## src/rtl/mdu_ctrl.sv

```systemverilog
// Multi-cycle multiply/divide sequencer owning the HI/LO pair.
// Every operation takes 34 edges from accept to commit: PREP, 32 RUN steps, FIX.
module mdu_ctrl #(
  parameter int DATA_W = 32
) (
  input  logic              cpu_clk_50M,
  input  logic              cpu_rst_n,
  input  logic              exe_i_mdu_start,
  input  logic [1:0]        exe_i_mdu_op,
  input  logic [DATA_W-1:0] exe_i_src1,
  input  logic [DATA_W-1:0] exe_i_src2,
  input  logic              exe_i_mthi,
  input  logic              exe_i_mtlo,
  input  logic [DATA_W-1:0] exe_i_mtdata,
  input  logic              exe_i_mfhilo,
  input  logic              exe_i_flush,
  output logic [DATA_W-1:0] o_hi,
  output logic [DATA_W-1:0] o_lo,
  output logic              o_busy,
  output logic              o_done,
  output logic              o_div0,
  output logic              o_stallreq
);

  localparam int W = DATA_W;

  typedef enum logic [1:0] {
    IDLE = 2'd0,
    PREP = 2'd1,
    RUN  = 2'd2,
    FIX  = 2'd3
  } state_e;

  state_e         state_q, state_d;
  logic [1:0]     op_q, op_d;
  logic [W-1:0]   a_q, a_d;
  logic [W-1:0]   b_q, b_d;
  logic [W-1:0]   src1_q, src1_d;
  logic [2*W-1:0] acc_q, acc_d;
  logic [4:0]     cnt_q, cnt_d;
  logic           quo_neg_q, quo_neg_d;
  logic           rem_neg_q, rem_neg_d;
  logic           dz_q, dz_d;
  logic [W-1:0]   hi_q, hi_d;
  logic [W-1:0]   lo_q, lo_d;
  logic           done_q, done_d;
  logic           div0_q, div0_d;

  logic           accept;
  logic           is_signed;
  logic           is_div;
  logic [W-1:0]   a_mag;
  logic [W-1:0]   b_mag;
  logic [W:0]     mul_sum;
  logic [2*W-1:0] mul_step;
  logic [W:0]     rem_sh;
  logic           no_borrow;
  logic [W-1:0]   rem_new;
  logic [2*W-1:0] div_step;
  logic [2*W-1:0] prod_fix;
  logic [W-1:0]   quot_fix;
  logic [W-1:0]   rem_fix;

  assign accept    = exe_i_mdu_start & (state_q == IDLE) & ~done_q;
  assign is_signed = ~op_q[0];
  assign is_div    = op_q[1];

  assign a_mag = (is_signed & a_q[W-1]) ? (~a_q + 1'b1) : a_q;
  assign b_mag = (is_signed & b_q[W-1]) ? (~b_q + 1'b1) : b_q;

  // Multiply: LSB-first shift-add; the multiplier lives in the low half of acc.
  assign mul_sum  = {1'b0, acc_q[2*W-1:W]} + {1'b0, (acc_q[0] ? a_q : {W{1'b0}})};
  assign mul_step = {mul_sum, acc_q[W-1:1]};

  // Divide: restoring, remainder in the high half, dividend/quotient in the low half.
  // The partial remainder needs W+1 bits after the shift before the compare.
  assign rem_sh    = acc_q[2*W-1:W-1];
  assign no_borrow = (rem_sh >= {1'b0, b_q});
  assign rem_new   = rem_sh[W-1:0] - b_q;
  assign div_step  = no_borrow ? {rem_new, acc_q[W-2:0], 1'b1}
                               : {acc_q[2*W-2:0], 1'b0};

  assign prod_fix = quo_neg_q ? (~acc_q + 1'b1) : acc_q;
  assign quot_fix = quo_neg_q ? (~acc_q[W-1:0] + 1'b1) : acc_q[W-1:0];
  assign rem_fix  = rem_neg_q ? (~acc_q[2*W-1:W] + 1'b1) : acc_q[2*W-1:W];

  always_comb begin
    state_d   = state_q;
    op_d      = op_q;
    a_d       = a_q;
    b_d       = b_q;
    src1_d    = src1_q;
    acc_d     = acc_q;
    cnt_d     = cnt_q;
    quo_neg_d = quo_neg_q;
    rem_neg_d = rem_neg_q;
    dz_d      = dz_q;
    hi_d      = hi_q;
    lo_d      = lo_q;
    done_d    = 1'b0;
    div0_d    = 1'b0;

    case (state_q)
      IDLE: begin
        if (exe_i_mthi) hi_d = exe_i_mtdata;
        if (exe_i_mtlo) lo_d = exe_i_mtdata;
        if (accept) begin
          op_d    = exe_i_mdu_op;
          a_d     = exe_i_src1;
          b_d     = exe_i_src2;
          src1_d  = exe_i_src1;
          dz_d    = (exe_i_src2 == {W{1'b0}});
          cnt_d   = 5'd0;
          state_d = PREP;
        end
      end
      PREP: begin
        a_d       = a_mag;
        b_d       = b_mag;
        quo_neg_d = is_signed & (a_q[W-1] ^ b_q[W-1]);
        rem_neg_d = is_signed & a_q[W-1];
        acc_d     = is_div ? {{W{1'b0}}, a_mag} : {{W{1'b0}}, b_mag};
        cnt_d     = 5'd0;
        state_d   = RUN;
      end
      RUN: begin
        acc_d = is_div ? div_step : mul_step;
        cnt_d = cnt_q + 5'd1;
        if (cnt_q == 5'd31) state_d = FIX;
      end
      FIX: begin
        if (is_div) begin
          if (dz_q) begin
            hi_d   = src1_q;
            lo_d   = {W{1'b1}};
            div0_d = 1'b1;
          end else begin
            hi_d = rem_fix;
            lo_d = quot_fix;
          end
        end else begin
          hi_d = prod_fix[2*W-1:W];
          lo_d = prod_fix[W-1:0];
        end
        done_d  = 1'b1;
        cnt_d   = 5'd0;
        state_d = IDLE;
      end
      default: state_d = IDLE;
    endcase

    // A flush cancels everything in flight, including a commit about to happen.
    if (exe_i_flush) begin
      state_d = IDLE;
      cnt_d   = 5'd0;
      hi_d    = hi_q;
      lo_d    = lo_q;
      done_d  = 1'b0;
      div0_d  = 1'b0;
    end
  end

  always_ff @(posedge cpu_clk_50M) begin
    if (!cpu_rst_n) begin
      state_q   <= IDLE;
      op_q      <= 2'd0;
      a_q       <= '0;
      b_q       <= '0;
      src1_q    <= '0;
      acc_q     <= '0;
      cnt_q     <= 5'd0;
      quo_neg_q <= 1'b0;
      rem_neg_q <= 1'b0;
      dz_q      <= 1'b0;
      hi_q      <= '0;
      lo_q      <= '0;
      done_q    <= 1'b0;
      div0_q    <= 1'b0;
    end else begin
      state_q   <= state_d;
      op_q      <= op_d;
      a_q       <= a_d;
      b_q       <= b_d;
      src1_q    <= src1_d;
      acc_q     <= acc_d;
      cnt_q     <= cnt_d;
      quo_neg_q <= quo_neg_d;
      rem_neg_q <= rem_neg_d;
      dz_q      <= dz_d;
      hi_q      <= hi_d;
      lo_q      <= lo_d;
      done_q    <= done_d;
      div0_q    <= div0_d;
    end
  end

  assign o_hi       = hi_q;
  assign o_lo       = lo_q;
  assign o_busy     = (state_q != IDLE);
  assign o_done     = done_q;
  assign o_div0     = div0_q;
  assign o_stallreq = (exe_i_mdu_start & ~done_q) | (exe_i_mfhilo & o_busy);

endmodule

```

## config.mk

```make
export PLATFORM = sky130hd
export DESIGN_NAME = mdu_ctrl
export DESIGN_NICKNAME = d
export VERILOG_FILES = /design/src/rtl/mdu_ctrl.sv
export SDC_FILE = /design/constraint.sdc
export NUM_CORES = 1
export LEC_CHECK = 0
export CAP_MARGIN = 20
export CORE_UTILIZATION = 30
export CTS_CLUSTER_DIAMETER = 60
export CTS_CLUSTER_SIZE = 12
export DETAILED_ROUTE_END_ITERATION = 10
export PLACE_DENSITY = 0.47
export RECOVER_POWER = 25
export SLEW_MARGIN = 15
export SYNTH_ARGS = -nofsm -noshare
export SYNTH_HDL_FRONTEND = slang
export SYNTH_SLANG_ARGS = --single-unit
```

## constraint.sdc

```tcl
create_clock -name cpu_clk_50M -period 9.8 [get_ports cpu_clk_50M]
set_input_delay 0.98 -clock cpu_clk_50M [delete_from_list [all_inputs] [get_ports cpu_clk_50M]]
set_output_delay 0.98 -clock cpu_clk_50M [all_outputs]
set_load 0.02 [all_outputs]
```

==> run_results.csv <==
group,metric,value,unit
outcome,status,"finished with violations",
outcome,violations,"capacitance limit, slew limit",
synth,synth_cells,2436,
clock_tree,cts_sinks,238,
clock_tree,ctsResizeCount,0,
synth,synthArstFlopShare,0,%
die,die_h,249,um
grt,grt_usage,26.4,%
synth,synth_edf_count,0,
clock_tree,cts_root_buf,"clkbuf_16",
sta,worst_clock_skew,0.0435,ns
sta,hold_viol,0,
synth,synthTopCellsByCount,"a21oi_1, nand2_1, dfxtp_1",
sta,fmax,154,MHz
routing,first_iter_violations,1581,
placed_design,detailed_place_hpwl,64000,um
final_layout,final_area,21800,sq um
synth,synth_area,18300,sq um
routing,drc,0,
clock_tree,cts_buffer_depth,3,
synth,ys_ff_latch,238,
synth,yosysTopAreaCellShare,26.0,%
flow_run,drv_cap,1,
clock_tree,htreeDepth,2,
routing,ant_nets,0,
grt,antenna_found_initial,1,
critical_path,crit_required,10.26,ns
die,fp-row-count,90,
critical_path,end_kind,"register",
clock_tree,cts_tree,"built",
power_and_ir_drop,power.density,149,nW/um^2
final_layout,antenna_cells,0,
grt,grt_pass1_wl,123000,um
die,die_area,62100,sq um
grt,grt_max_degree,90,
sta,tns,0,ns
critical_path,critical_path_arrival,6.96,ns
routing,wire_per_inst,25.4,um
critical_path,setup.worst_path.start_class,"primary input",
die,start_util,30.4,%
clock_tree,post_cts_buffers,0,
synth,synthesis.nets,2617,
sta,min_period,6.50,ns
clock_tree,numCtsBuffers,37,
clock_tree,clk_latency,0.58,ns
critical_path,worstSetupPathType,"primary input to register",
clock_tree,cts_hold_buf,0,
power_and_ir_drop,p_leak,8.25,nW
die,io_pins,173,
grt,overflow,0,
placed_design,dpl_cell_area,20600,sq um
placed_design,portBuffers,172,
synth,synth_cell_type_count,82,
routing,routed_wl,84000,um
die,coreArea,60400,sq um
synth,ys_seq_area_share,26.0,%
grt,grt_pass1_vias,18223,
sta,slew_headroom,-55.2,%
sta,final.setup.worst_slack,3.30,ns
sta,grt_setup_unrepaired,"no",
sta,finalSetupViolCount,0,
critical_path,path_max_fanout,52,
die,fp.dieW,249,um
final_layout,area_delta_synth_final,19.2,%
sta,min_period_over_period,66.3,%
synth,synthFlopType,"dfxtp_1",
synth,synth_most_common_cell,"a21oi_1",
clock_tree,cts.clk_slew.worst_paths,0.05,ns
final_layout,num-fill-cells,6331,
sta,tightest_slew,2.33,ns
final_layout,drive_gt1_share,6.39,%
power_and_ir_drop,ir_worst_vdd,0.101,mV
routing,vias_per_cell,5.80,
placed_design,gp_congestion,0.910,
synth,syn_avg_cell_area,7.52,sq um
synth,ys_warn_count,0,
sta,slew_violations,37,
synth,synth.area.top_cells,"dfxtp_1, a21oi_1, xnor2_1, nand2_1, ha_1",
synth,synth_top_area_cell,"dfxtp_1",
routing,first_pass_iters,5,
placed_design,place_ws,5.33,ns
routing,num_vias,19133,
min_path,hold_class,"register to register",
final_layout,nNetsFinal,2675,
[logic make-up (layout without fill, tap and decap cells)]
| group | count (synthesis) | count (layout) | share of synthesized area, % |
|---|---|---|---|
| AO/OA/AOI/OAI | 792 | 792 | 27.1 |
| XOR/XNOR | 190 | 190 | 9.08 |
| buffers and inverters | 273 | 356 | 5.72 |
| multiplexers | 99 | 99 | 7.13 |
| flip-flops | 238 | 238 | 26.0 |
| AND/OR/NAND/NOR | 768 | 768 | 19.7 |
| adder cells (fa/ha/maj) | 76 | 76 | 5.27 |
[sequential cells by signal, indices dropped and copies added (netlist names), 2 cells and up]
| register | cells |
|---|---|
| acc_q | 64 |
| o_lo | 32 |
| cnt_q | 5 |
| o_hi | 32 |
| op_q | 2 |
| src1_q | 32 |
| a_q | 32 |
| state_q | 2 |
| b_q | 32 |
[worst max-delay path, stage by stage]
cell and delay, ns:
dlygate4sd3_1 0.53, clkbuf_1 1.64, clkinvlp_2 1.71, buf_4 0.67, nor2_4 0.90, a22oi_1 0.31
o21ai_0 0.14
[report_power, final]
group          internal (mW)  total, mW  leakage, nW  switching (mW)
Combinational          0.291      0.787         5.72           0.496
Clock                  0.801       1.35        0.584           0.552
Sequential              1.03       1.11         1.95          0.0805
[placed cells by master, fill, tap and decap left out, types with 8 or more instances in the layout]
cell and n:
mux2_2 12, dfxtp_1 235, xor2_1 64, o31ai_1 23, a211oi_1 43, nor3_1 42, o21ai_0 168, xnor2_1 126
and2_1 46, a21o_1 34, buf_4 32, mux4_2 24, a31oi_1 25, nor4_1 29, or3_1 16, and3_1 14
clkdlybuf4s50_1 126, a22o_1 17, mux2i_1 63, o211ai_1 8, dlygate4sd3_1 46, or4_1 17, clkbuf_16 38, nor2_1 202
a21oi_1 279, o221ai_1 47, a22oi_1 46, nand3_1 43, o41ai_1 8, o21bai_1 13, inv_1 82, nand4_1 17
nor2b_1 9, nand2_1 270, ha_1 70, nand2b_1 28
[per-layer routing]
metal	up-vias	global-route usage (%)	routed length [um]
met5	-	0	0
met4	0	11.5	3700
met3	149	3.27	4960
met2	718	42.2	37800
met1	9303	35.5	37500
li1	8963	-	-
[worst paths after layout]
path / startpoint / endpoint / slack [ns] / cells past startpoint
worst min-delay path: o_hi[29] / o_hi[29] / 0.44 / 2
worst max register to register: a_q[0] / acc_q[63] / 5.28 / 15
worst min register to register: o_hi[29] / o_hi[29] / 0.44 / 2
worst max-delay path: cpu_rst_n / acc_q[43] / 3.30 / 7
[metrics by stage]
step                utilization, %  total power, mW  hold slack [ns]  cells
floorplan                        -             1.58            0.432   2436
global placement              34.2             1.91            0.438   3236
detailed placement            34.2             1.91            0.439   3236
CTS                           36.2             3.27            0.448   3300
global route                  36.2             3.38            0.460   3301
finish                        36.2             3.25            0.445   3301
[final cells by class]
cell class                      count  area (sq um)  share of cell area (%)
Clock inverter                     20           239                    1.09
Timing Repair Buffer              206          1980                    9.07
Multi-Input combinational cell   1925         12600                    57.6
Tap cell                          782           978                    4.48
Sequential cell                   238          4770                    21.8
Inverter                           86           324                    1.48
Clock buffer                       44           973                    4.46
(Power assumes the default switching activity.)
